===== src/rtl/eth_idma_desc_queue.sv =====
// ----------------------------------------------------------------------------
// eth_idma_desc_queue
//
// Descriptor queue and issue stage in front of the iDMA backend. Descriptors
// pushed by software or a register bank are buffered in a FIFO, then issued
// to the backend while the number of in-flight transfers stays below
// MaxOutstanding. Backend responses are retired, counted (completions and
// errors) and signalled to the interrupt logic as a one-cycle pulse.
//
// Optional feature macro: ETH_IDMA_DESC_ERR_CNT_EN
//   defined   : err_cnt_o counts errored responses and dropped zero-length
//               descriptors.
//   undefined : err_cnt_o is tied to 0, no counter is built and rsp_error_i
//               is ignored. Zero-length descriptors are still dropped.
//
// Ports:
//   clk_i, rst_ni            clock, asynchronous active-low reset
//   clear_i                  synchronous flush of queue and counters
//   desc_valid_i/ready_o     descriptor push handshake
//   desc_*_i                 descriptor fields (addresses, length, protocols)
//   req_valid_o/ready_i      backend request handshake
//   req_*_o                  head-of-queue descriptor fields
//   rsp_valid_i/ready_o      backend response handshake
//   rsp_error_i              response carries an error
//   fill_o                   FIFO occupancy
//   outstanding_o            issued transfers awaiting a response
//   done_cnt_o, err_cnt_o    saturating completion / error counters
//   busy_o                   queue non-empty or transfers in flight
//   irq_o                    one-cycle pulse per retired response
// ----------------------------------------------------------------------------
module eth_idma_desc_queue #(
    parameter int unsigned AddrWidth      = 32,
    parameter int unsigned TFLenWidth     = 32,
    parameter int unsigned NumDesc        = 4,
    parameter int unsigned MaxOutstanding = 4,
    parameter int unsigned ProtWidth      = 3
) (
    input  logic                                 clk_i,
    input  logic                                 rst_ni,
    input  logic                                 clear_i,

    input  logic                                 desc_valid_i,
    output logic                                 desc_ready_o,
    input  logic [AddrWidth-1:0]                 desc_src_addr_i,
    input  logic [AddrWidth-1:0]                 desc_dst_addr_i,
    input  logic [TFLenWidth-1:0]                desc_length_i,
    input  logic [ProtWidth-1:0]                 desc_src_protocol_i,
    input  logic [ProtWidth-1:0]                 desc_dst_protocol_i,

    output logic                                 req_valid_o,
    input  logic                                 req_ready_i,
    output logic [AddrWidth-1:0]                 req_src_addr_o,
    output logic [AddrWidth-1:0]                 req_dst_addr_o,
    output logic [TFLenWidth-1:0]                req_length_o,
    output logic [ProtWidth-1:0]                 req_src_protocol_o,
    output logic [ProtWidth-1:0]                 req_dst_protocol_o,

    input  logic                                 rsp_valid_i,
    output logic                                 rsp_ready_o,
    input  logic                                 rsp_error_i,

    output logic [$clog2(NumDesc):0]             fill_o,
    output logic [$clog2(MaxOutstanding+1)-1:0]  outstanding_o,
    output logic [15:0]                          done_cnt_o,
    output logic [15:0]                          err_cnt_o,
    output logic                                 busy_o,
    output logic                                 irq_o
);

    localparam int unsigned IdxW = $clog2(NumDesc);
    localparam int unsigned PtrW = IdxW + 1;
    localparam int unsigned OutW = $clog2(MaxOutstanding + 1);
    localparam logic [OutW-1:0] MaxOut = OutW'(MaxOutstanding);

    // Saturating add of a small increment (0..2) to a 16-bit counter.
    function automatic logic [15:0] sat_add(input logic [15:0] cnt, input logic [1:0] inc);
        logic [16:0] sum;
        sum = {1'b0, cnt} + {15'b0, inc};
        return sum[16] ? 16'hFFFF : sum[15:0];
    endfunction

    // Descriptor storage
    logic [AddrWidth-1:0]  src_mem   [NumDesc];
    logic [AddrWidth-1:0]  dst_mem   [NumDesc];
    logic [TFLenWidth-1:0] len_mem   [NumDesc];
    logic [ProtWidth-1:0]  sprot_mem [NumDesc];
    logic [ProtWidth-1:0]  dprot_mem [NumDesc];

    logic [PtrW-1:0] wr_ptr_q, rd_ptr_q;
    logic [OutW-1:0] outstanding_q;
    logic [15:0]     done_cnt_q;
    logic            irq_q;

    logic full, empty;
    logic push, store, drop, issue, retire;
    logic [IdxW-1:0] wr_idx, rd_idx;

    assign wr_idx = wr_ptr_q[IdxW-1:0];
    assign rd_idx = rd_ptr_q[IdxW-1:0];

    // Extra pointer MSB distinguishes full (wrapped once) from empty.
    assign empty = (wr_ptr_q == rd_ptr_q);
    assign full  = (wr_ptr_q[IdxW] != rd_ptr_q[IdxW]) && (wr_idx == rd_idx);

    assign desc_ready_o = !full && !clear_i;
    assign push         = desc_valid_i && desc_ready_o;
    assign store        = push && (desc_length_i != '0);
    assign drop         = push && (desc_length_i == '0);

    // Only registered state and clear_i feed the valid/ready outputs, so the
    // request stays stable until accepted: pushes never touch the head and
    // responses only lower the outstanding count.
    assign req_valid_o = !empty && (outstanding_q < MaxOut) && !clear_i;
    assign issue       = req_valid_o && req_ready_i;

    assign rsp_ready_o = (outstanding_q != '0);
    assign retire      = rsp_valid_i && rsp_ready_o;

    assign req_src_addr_o     = src_mem[rd_idx];
    assign req_dst_addr_o     = dst_mem[rd_idx];
    assign req_length_o       = len_mem[rd_idx];
    assign req_src_protocol_o = sprot_mem[rd_idx];
    assign req_dst_protocol_o = dprot_mem[rd_idx];

    always_ff @(posedge clk_i or negedge rst_ni) begin
        if (!rst_ni) begin
            for (int i = 0; i < NumDesc; i++) begin
                src_mem[i]   <= '0;
                dst_mem[i]   <= '0;
                len_mem[i]   <= '0;
                sprot_mem[i] <= '0;
                dprot_mem[i] <= '0;
            end
        end else if (store) begin
            src_mem[wr_idx]   <= desc_src_addr_i;
            dst_mem[wr_idx]   <= desc_dst_addr_i;
            len_mem[wr_idx]   <= desc_length_i;
            sprot_mem[wr_idx] <= desc_src_protocol_i;
            dprot_mem[wr_idx] <= desc_dst_protocol_i;
        end
    end

    always_ff @(posedge clk_i or negedge rst_ni) begin
        if (!rst_ni) begin
            wr_ptr_q <= '0;
            rd_ptr_q <= '0;
        end else if (clear_i) begin
            wr_ptr_q <= '0;
            rd_ptr_q <= '0;
        end else begin
            if (store) wr_ptr_q <= wr_ptr_q + PtrW'(1);
            if (issue) rd_ptr_q <= rd_ptr_q + PtrW'(1);
        end
    end

    // Not flushed by clear_i: transfers already handed to the backend still
    // come back and must be retired.
    always_ff @(posedge clk_i or negedge rst_ni) begin
        if (!rst_ni) begin
            outstanding_q <= '0;
        end else begin
            case ({issue, retire})
                2'b10:   outstanding_q <= outstanding_q + OutW'(1);
                2'b01:   outstanding_q <= outstanding_q - OutW'(1);
                default: outstanding_q <= outstanding_q;
            endcase
        end
    end

    // A response retiring in the clear cycle is still counted afterwards.
    always_ff @(posedge clk_i or negedge rst_ni) begin
        if (!rst_ni) begin
            done_cnt_q <= '0;
        end else if (clear_i) begin
            done_cnt_q <= {15'b0, retire};
        end else if (retire) begin
            done_cnt_q <= sat_add(done_cnt_q, 2'd1);
        end
    end

    always_ff @(posedge clk_i or negedge rst_ni) begin
        if (!rst_ni) irq_q <= 1'b0;
        else         irq_q <= retire;
    end

`ifdef ETH_IDMA_DESC_ERR_CNT_EN
    logic [15:0] err_cnt_q;
    logic [1:0]  err_inc;

    // A dropped descriptor and an errored response can coincide: +2.
    assign err_inc = {1'b0, drop} + {1'b0, retire && rsp_error_i};

    always_ff @(posedge clk_i or negedge rst_ni) begin
        if (!rst_ni) begin
            err_cnt_q <= '0;
        end else if (clear_i) begin
            err_cnt_q <= {15'b0, retire && rsp_error_i};
        end else if (err_inc != 2'd0) begin
            err_cnt_q <= sat_add(err_cnt_q, err_inc);
        end
    end

    assign err_cnt_o = err_cnt_q;
`else
    logic unused_err;
    assign unused_err = rsp_error_i ^ drop;
    assign err_cnt_o  = '0;
`endif

    assign fill_o        = wr_ptr_q - rd_ptr_q;
    assign outstanding_o = outstanding_q;
    assign done_cnt_o    = done_cnt_q;
    assign busy_o        = (wr_ptr_q != rd_ptr_q) || (outstanding_q != '0);
    assign irq_o         = irq_q;

endmodule


===== config.mk =====
export PLATFORM = sky130hd
export DESIGN_NAME = eth_idma_desc_queue
export DESIGN_NICKNAME = d
export VERILOG_FILES = /design/src/rtl/eth_idma_desc_queue.sv
export SDC_FILE = /design/constraint.sdc
export NUM_CORES = 1
export LEC_CHECK = 0
export ABC_AREA = 1
export CORE_UTILIZATION = 50
export CTS_CLUSTER_SIZE = 40
export DETAILED_ROUTE_END_ITERATION = 8
export PLACE_DENSITY = 0.75
export SLEW_MARGIN = 10
export SYNTH_ARGS = -nofsm -noshare
export SYNTH_HDL_FRONTEND = slang
export SYNTH_SLANG_ARGS = --single-unit

===== constraint.sdc =====
create_clock -name clk_i -period 3.2 [get_ports clk_i]
set_clock_uncertainty 0.1 [all_clocks]
set_input_delay 0.64 -clock clk_i [delete_from_list [all_inputs] [get_ports clk_i]]
set_output_delay 0.64 -clock clk_i [all_outputs]
set_load 0.02 [all_outputs]

## After elaboration in Yosys (flattened, before gate mapping)

Index checks and enable logic that the tools add are counted.

- Mux-type cells: 32
- Bitwise operators: 2
- Reductions and logical operators: 19
- Add/sub/neg operators: 6
- Magnitude comparators: 4
- Equal/unequal tests: 6

Operators with widths:

| cell | count |
|---|---|
| bitwise mux 128 bit | 3 |
| 2-to-1 mux 32 bit | 7 |
| binary-select mux 32 bit (select 2 bit) | 3 |
| demux 32 bit (select 2 bit) | 1 |
| 2-to-1 mux 16 bit | 3 |
| nonzero test 32 bit | 1 |
| 2-to-1 mux 3 bit | 9 |
| bitwise mux 12 bit | 2 |
| adder 16 x 1 -> 17 bit (second input constant) | 1 |
| binary-select mux 3 bit (select 2 bit) | 2 |
| adder 3 x 1 -> 3 bit (second input constant) | 3 |
| logical AND 1 bit | 9 |
| nonzero test 2 bit | 4 |
| demux 3 bit (select 2 bit) | 1 |
| >= comparator 3 bit (second input constant) | 2 |
| inverter 2 -> 3 bit | 2 |
| case mux 3 bit (2 select lines) | 1 |
| equality test 3 bit | 1 |
| zero test 1 bit | 3 |
| < comparator 3 x 1 -> 1 bit (second input constant) | 1 |
| < comparator 3 bit (second input constant) | 1 |
| inequality test 3 bit | 1 |
| nonzero test 3 bit | 1 |
| subtractor 3 x 1 -> 3 bit (second input constant) | 1 |
| 6 further kinds | 6 |

- Output and inout bits: 145
- Word-level logic and storage cells: 94
- Bits in registers: 434
- Input bits: 109

## Depth between registers and ports, before layout

- Word-level depth: 8
- Depth in mapped cells: 15
- Depth with buffers taken out: 12

## Least setup slack after synthesis

OpenSTA, ideal clock, no wires.

- Path kind: register to register
- From: register rd_ptr_q[1]
- To: register outstanding_q[2] (netlist: outstanding_o[2])
- Setup time: 131 ps
- Arrival time: 2,390 ps
- Path buffers: 2
- Required time: 2,969 ps
- Setup slack: 579 ps
- Stages on the path, launching flop included: 15
- Path through: dfrtp_1 inv_1 clkbuf_1 clkbuf_1 ha_1 nand2_1 inv_1 nand2_1 nand3_1 ha_1 inv_1 fa_1 a21oi_1 o21ai_0 xor2_1

- Longest elaborated chain between the ends: 7
- Elaborated cells between the ends (all ways): 9
- Those cells by class: eq/ne: 3; mux: 1; reduce/logical: 5

RTL lines:

| what | line | source |
|---|---|---|
| start, declared | 89 | `logic [PtrW-1:0] wr_ptr_q, rd_ptr_q;` |
| start signal, assigned | 152 | `if (issue) rd_ptr_q <= rd_ptr_q + PtrW'(1);` |
| equality test 3 bit * | 102 | `assign empty = (wr_ptr_q == rd_ptr_q);` |
| zero test 1 bit * | 113 | `assign req_valid_o = !empty && (outstanding_q < MaxOut) && !clear_i;` |
| logical AND 1 bit * (2 in series) | 113 |  |
| logical AND 1 bit * | 114 | `assign issue = req_valid_o && req_ready_i;` |
| equality test 2 x 1 -> 1 bit or equality test 2 bit (tied branches) | 162 | `case ({issue, retire})` |
| case mux 3 bit (2 select lines) or nonzero test 2 bit (tied branches) | -- |  |
| end signal, assigned | 163 | `2'b10: outstanding_q <= outstanding_q + OutW'(1);` |
| end signal, assigned | 164 | `2'b01: outstanding_q <= outstanding_q - OutW'(1);` |
| end signal, assigned | 165 | `default: outstanding_q <= outstanding_q;` |
| end, declared | 90 | `logic [OutW-1:0] outstanding_q;` |

Mark *: on every way between the ends. The rest lies on a longest branch, timed or not.
A chain may end at the register's enable or synchronous reset.

## Final worst setup path

- From: register rd_ptr_q[0]
- To: output port req_length_o[30]

- Longest elaborated chain between the ends: 4

RTL lines:

| what | line | source |
|---|---|---|
| inverter 2 -> 3 bit (not written as such) | 121 | `assign req_length_o = len_mem[rd_idx];` |
| binary-select mux 32 bit (select 2 bit) | 121 |  |
| 2-to-1 mux 32 bit (not written as such) (2 in series) | 121 |  |
| end, declared | 54 | `output logic [TFLenWidth-1:0] req_length_o,` |

No other way between the ends. The select of a mux whose other input is x is not followed.

==> out/qor.csv <==
stage;metric;value;unit
die;Placement Rows;75;
global_route;initial antenna violation count;1;
global_route;routing usage on met1;40.8;%
sta;final hold slack;365;ps
logic_synthesis;synth top area cells;dfrtp_1 50%, nand2_1 16%, nand4_1 12%;
drt;Via density;6.04;
global_route;first-pass GRT wire length;106000;µm
layout;final net count;2930;
cts;H-tree levels;2;
power_and_ir_drop;Int Pwr;0.0121;W
status;status;complete, no violations;
layout;final instance area;26100;µm²
logic_synthesis;top-area cell type share of the netlist area;50.3;%
drt;DR iter-0 viols;2447;
drt;via count;20500;
die;core area;42200;µm²
drt;Final ANT Viol Nets;0;
power_and_ir_drop;Pleak;13.4;nW
power_and_ir_drop;P per Cell Area;685;nW/µm²
global_route;aggregate global routing overflow;0;
drt;DRC;0;
power_and_ir_drop;Net Sw Power;0.00579;W
cts;Worst-Skew Late Latency;580;ps
drt;Avg WL per Cell;19.6;µm
power_and_ir_drop;Clk network pwr share;32.9;%
cts;root buffer cell;clkbuf_16;
placement;Placed Area;24400;µm²
power_and_ir_drop;Sw Share;32.4;%
setup_path;CP endpoint kind;primary output;
sta;Max Freq;320;MHz
cts;CTS Buf Count;47;
logic_synthesis;part of the Yosys area used for sequential elements;50.3;%
logic_synthesis;synthesis-stage register bit count;434;
cts;Clock transition at path regs;60;ps
global_route;pin count of the biggest net entering global routing;133;
placement;PortBufs;236;
power_and_ir_drop;Comb power frac;25.2;%
global_route;All-Layer GR Usage;29.9;%
cts;Clock Sinks;434;
global_route;GR Util met3;4.41;%
global_route;Most Crowded Layer GR;met2;
layout;layout cells sized above 1;6.67;%
logic_synthesis;cell count after synthesis;2687;
global_route;GRT met2 Usage;48.6;%
setup_path;critical path class;reg -> out;
sta;Setup-failing EPs final;0;
sta;RSZ-0062 raised after global routing;no;
setup_path;Worst EP arrival;2390;ps
cts;CTS tree;done;
job;max_cap viols;0;
global_route;vias in the first global route;19800;
die;die span in x;210;µm
sta;worst-margin pin slew;766;ps
setup_path;crit path max fanout;44;
sta;final hold viol count;0;
sta;period utilisation layout;97.7;%
drt;wirelength, routed;66300;µm
worst_hold_path;Hold Path Class;reg -> reg;
sta;pins over their slew limit;0;
setup_path;Req. time, crit path;2460;ps
logic_synthesis;cell accounting for the most synthesized area;dfrtp_1;
die;I/O pin count;254;
placement;gpl congestion;0.833;
layout;most common cell after layout, fill and taps aside;nand2_1;
die;die area;44000;µm²
placement;hpwl dp;37000;µm
logic_synthesis;synthesized cell area;21600;µm²
logic_synthesis;YS warnings;0;
logic_synthesis;Cell variety after synth;29;
drt;1st-pass router iterations;5;
die;Die Y-Extent;210;µm
layout;Area Overhead vs Synth;20.9;%
sta;Min Clock Period, post-route;3130;ps
die;Starting Density;51.1;%
cts;clk buf depth;3;
logic_synthesis;Mapped Avg Cell Area;8.03;µm²
power_and_ir_drop;sequential share of power;41.9;%
setup_path;Startpoint Class;register;
power_and_ir_drop;Worst VDD drop;0.000418;V
layout;most frequent cells in the layout;907 x nand2_1, 431 x dfrtp_1, 415 x nand4_1;
sta;Slew headroom;48.9;%
==> flip-flops by register name, indices dropped and copies added (netlist names) <==
| signal | flops |
|---|---|
| dprot_mem | 12 |
| src_mem | 128 |
| outstanding_o | 3 |
| len_mem | 128 |
| done_cnt_o | 16 |
| wr_ptr_q | 3 |
| dst_mem | 128 |
| sprot_mem | 12 |
| irq_o | 1 |
| rd_ptr_q | 3 |
==> critical path, stage by stage (launching register included) <==
cell	delay, ps
dfrtp_4	540
buf_4	160
buf_12	200
o21ai_0	120
o22ai_1	360
dlygate4sd2_1	390
==> logic make-up (layout without fill, tap and decap cells) <==
logic type               Yosys count  count (layout)  synth area share [%]
AO/OA/AOI/OAI                    325             325                  8.15
AND/OR/NAND/NOR                 1591            1591                  32.8
other                              1              17                0.0174
XOR/XNOR                          10              10                 0.406
buffers and inverters            315             460                  7.61
adder cells (fa/ha/maj)           11              11                 0.707
flip-flops                       434             434                  50.3
==> final timing paths <==
path,to,from,cells past startpoint,slack [ps]
max in group asynchronous,len_mem[55],rst_ni,3,1660
min,src_mem[53],src_mem[53],2,360
max reg2reg,dst_mem[79],wr_ptr_q[0],11,520
max,req_length_o[30],rd_ptr_q[0],5,70
min reg2reg,src_mem[53],src_mem[53],2,360
min in group asynchronous,done_cnt_o[15],rst_ni,2,490
==> power by group through the flow <==
| stage | Sequential [W] | Clock, W | Combinational [W] |
|---|---|---|---|
| 3_5_place_dp | 0.00757 | 0 | 0.00475 |
| 5_1_grt | 0.00765 | 0.00614 | 0.00496 |
| 6_report | 0.00750 | 0.00588 | 0.00450 |
| 2_1_floorplan | 0.00742 | 0 | 0.00272 |
| 4_1_cts | 0.00748 | 0.00594 | 0.00450 |
| 3_3_place_gp | 0.00750 | 0 | 0.00463 |
==> repair_timing <==
item / 4_1_cts / 5_1_grt
endpoints found under the hold margin: 53 / 0
setup buffers: 2 / 2
setup endpoints to repair: 107 / 6
pin swaps: 0 / 1
hold buffers: 1 / 0
resized for setup: 118 / 8
==> layer usage <==
metal  part of all wire, %  vias to the layer above
met5                     0                        -
met4                   2.8                        0
met3                   8.7                      143
met2                    48                     1051
met1                    41                     9889
li1                      -                     9388
==> final cells by class <==
class | count | area [µm²]
antenna | 1 | 2.50
clock buffer | 70 | 1370
clock inverter | 16 | 295
fill | 3635 | 16100
inverter | 48 | 191
multi-input combinational | 1953 | 9260
sequential | 434 | 10900
tap | 539 | 674
timing repair buffer | 326 | 3420
==> synthesized netlist by cell type, drive strengths merged <==
cell type	n
nand2	909
dfrtp	434
nand4	415
nor2	238
o21ai	218
buf	154
clkbuf	113
o22ai	103
inv	48
nand3	24
ha	9
xor2	7
xnor2	3
a21oi	2
and2	2
fa	2
nor3	2
a31oi	1
conb	1
o21bai	1
or2	1
==> stage by stage <==
stage | setup slack, ps | cells | total power, W | utilization, % | TNS, ps
finish | 73.9 | 3387 | 0.0179 | 61.8 | 0
global route | 18.6 | 3387 | 0.0188 | 61.8 | 0
CTS | -131 | 3384 | 0.0179 | 61.7 | -253
detailed placement | 75.1 | 3295 | 0.0123 | 57.9 | 0
global placement | 88.4 | 3295 | 0.0121 | 57.9 | 0
floorplan | 579 | 2702 | 0.0101 | - | 0
No activity file was read; power rests on OpenSTA's default activity.
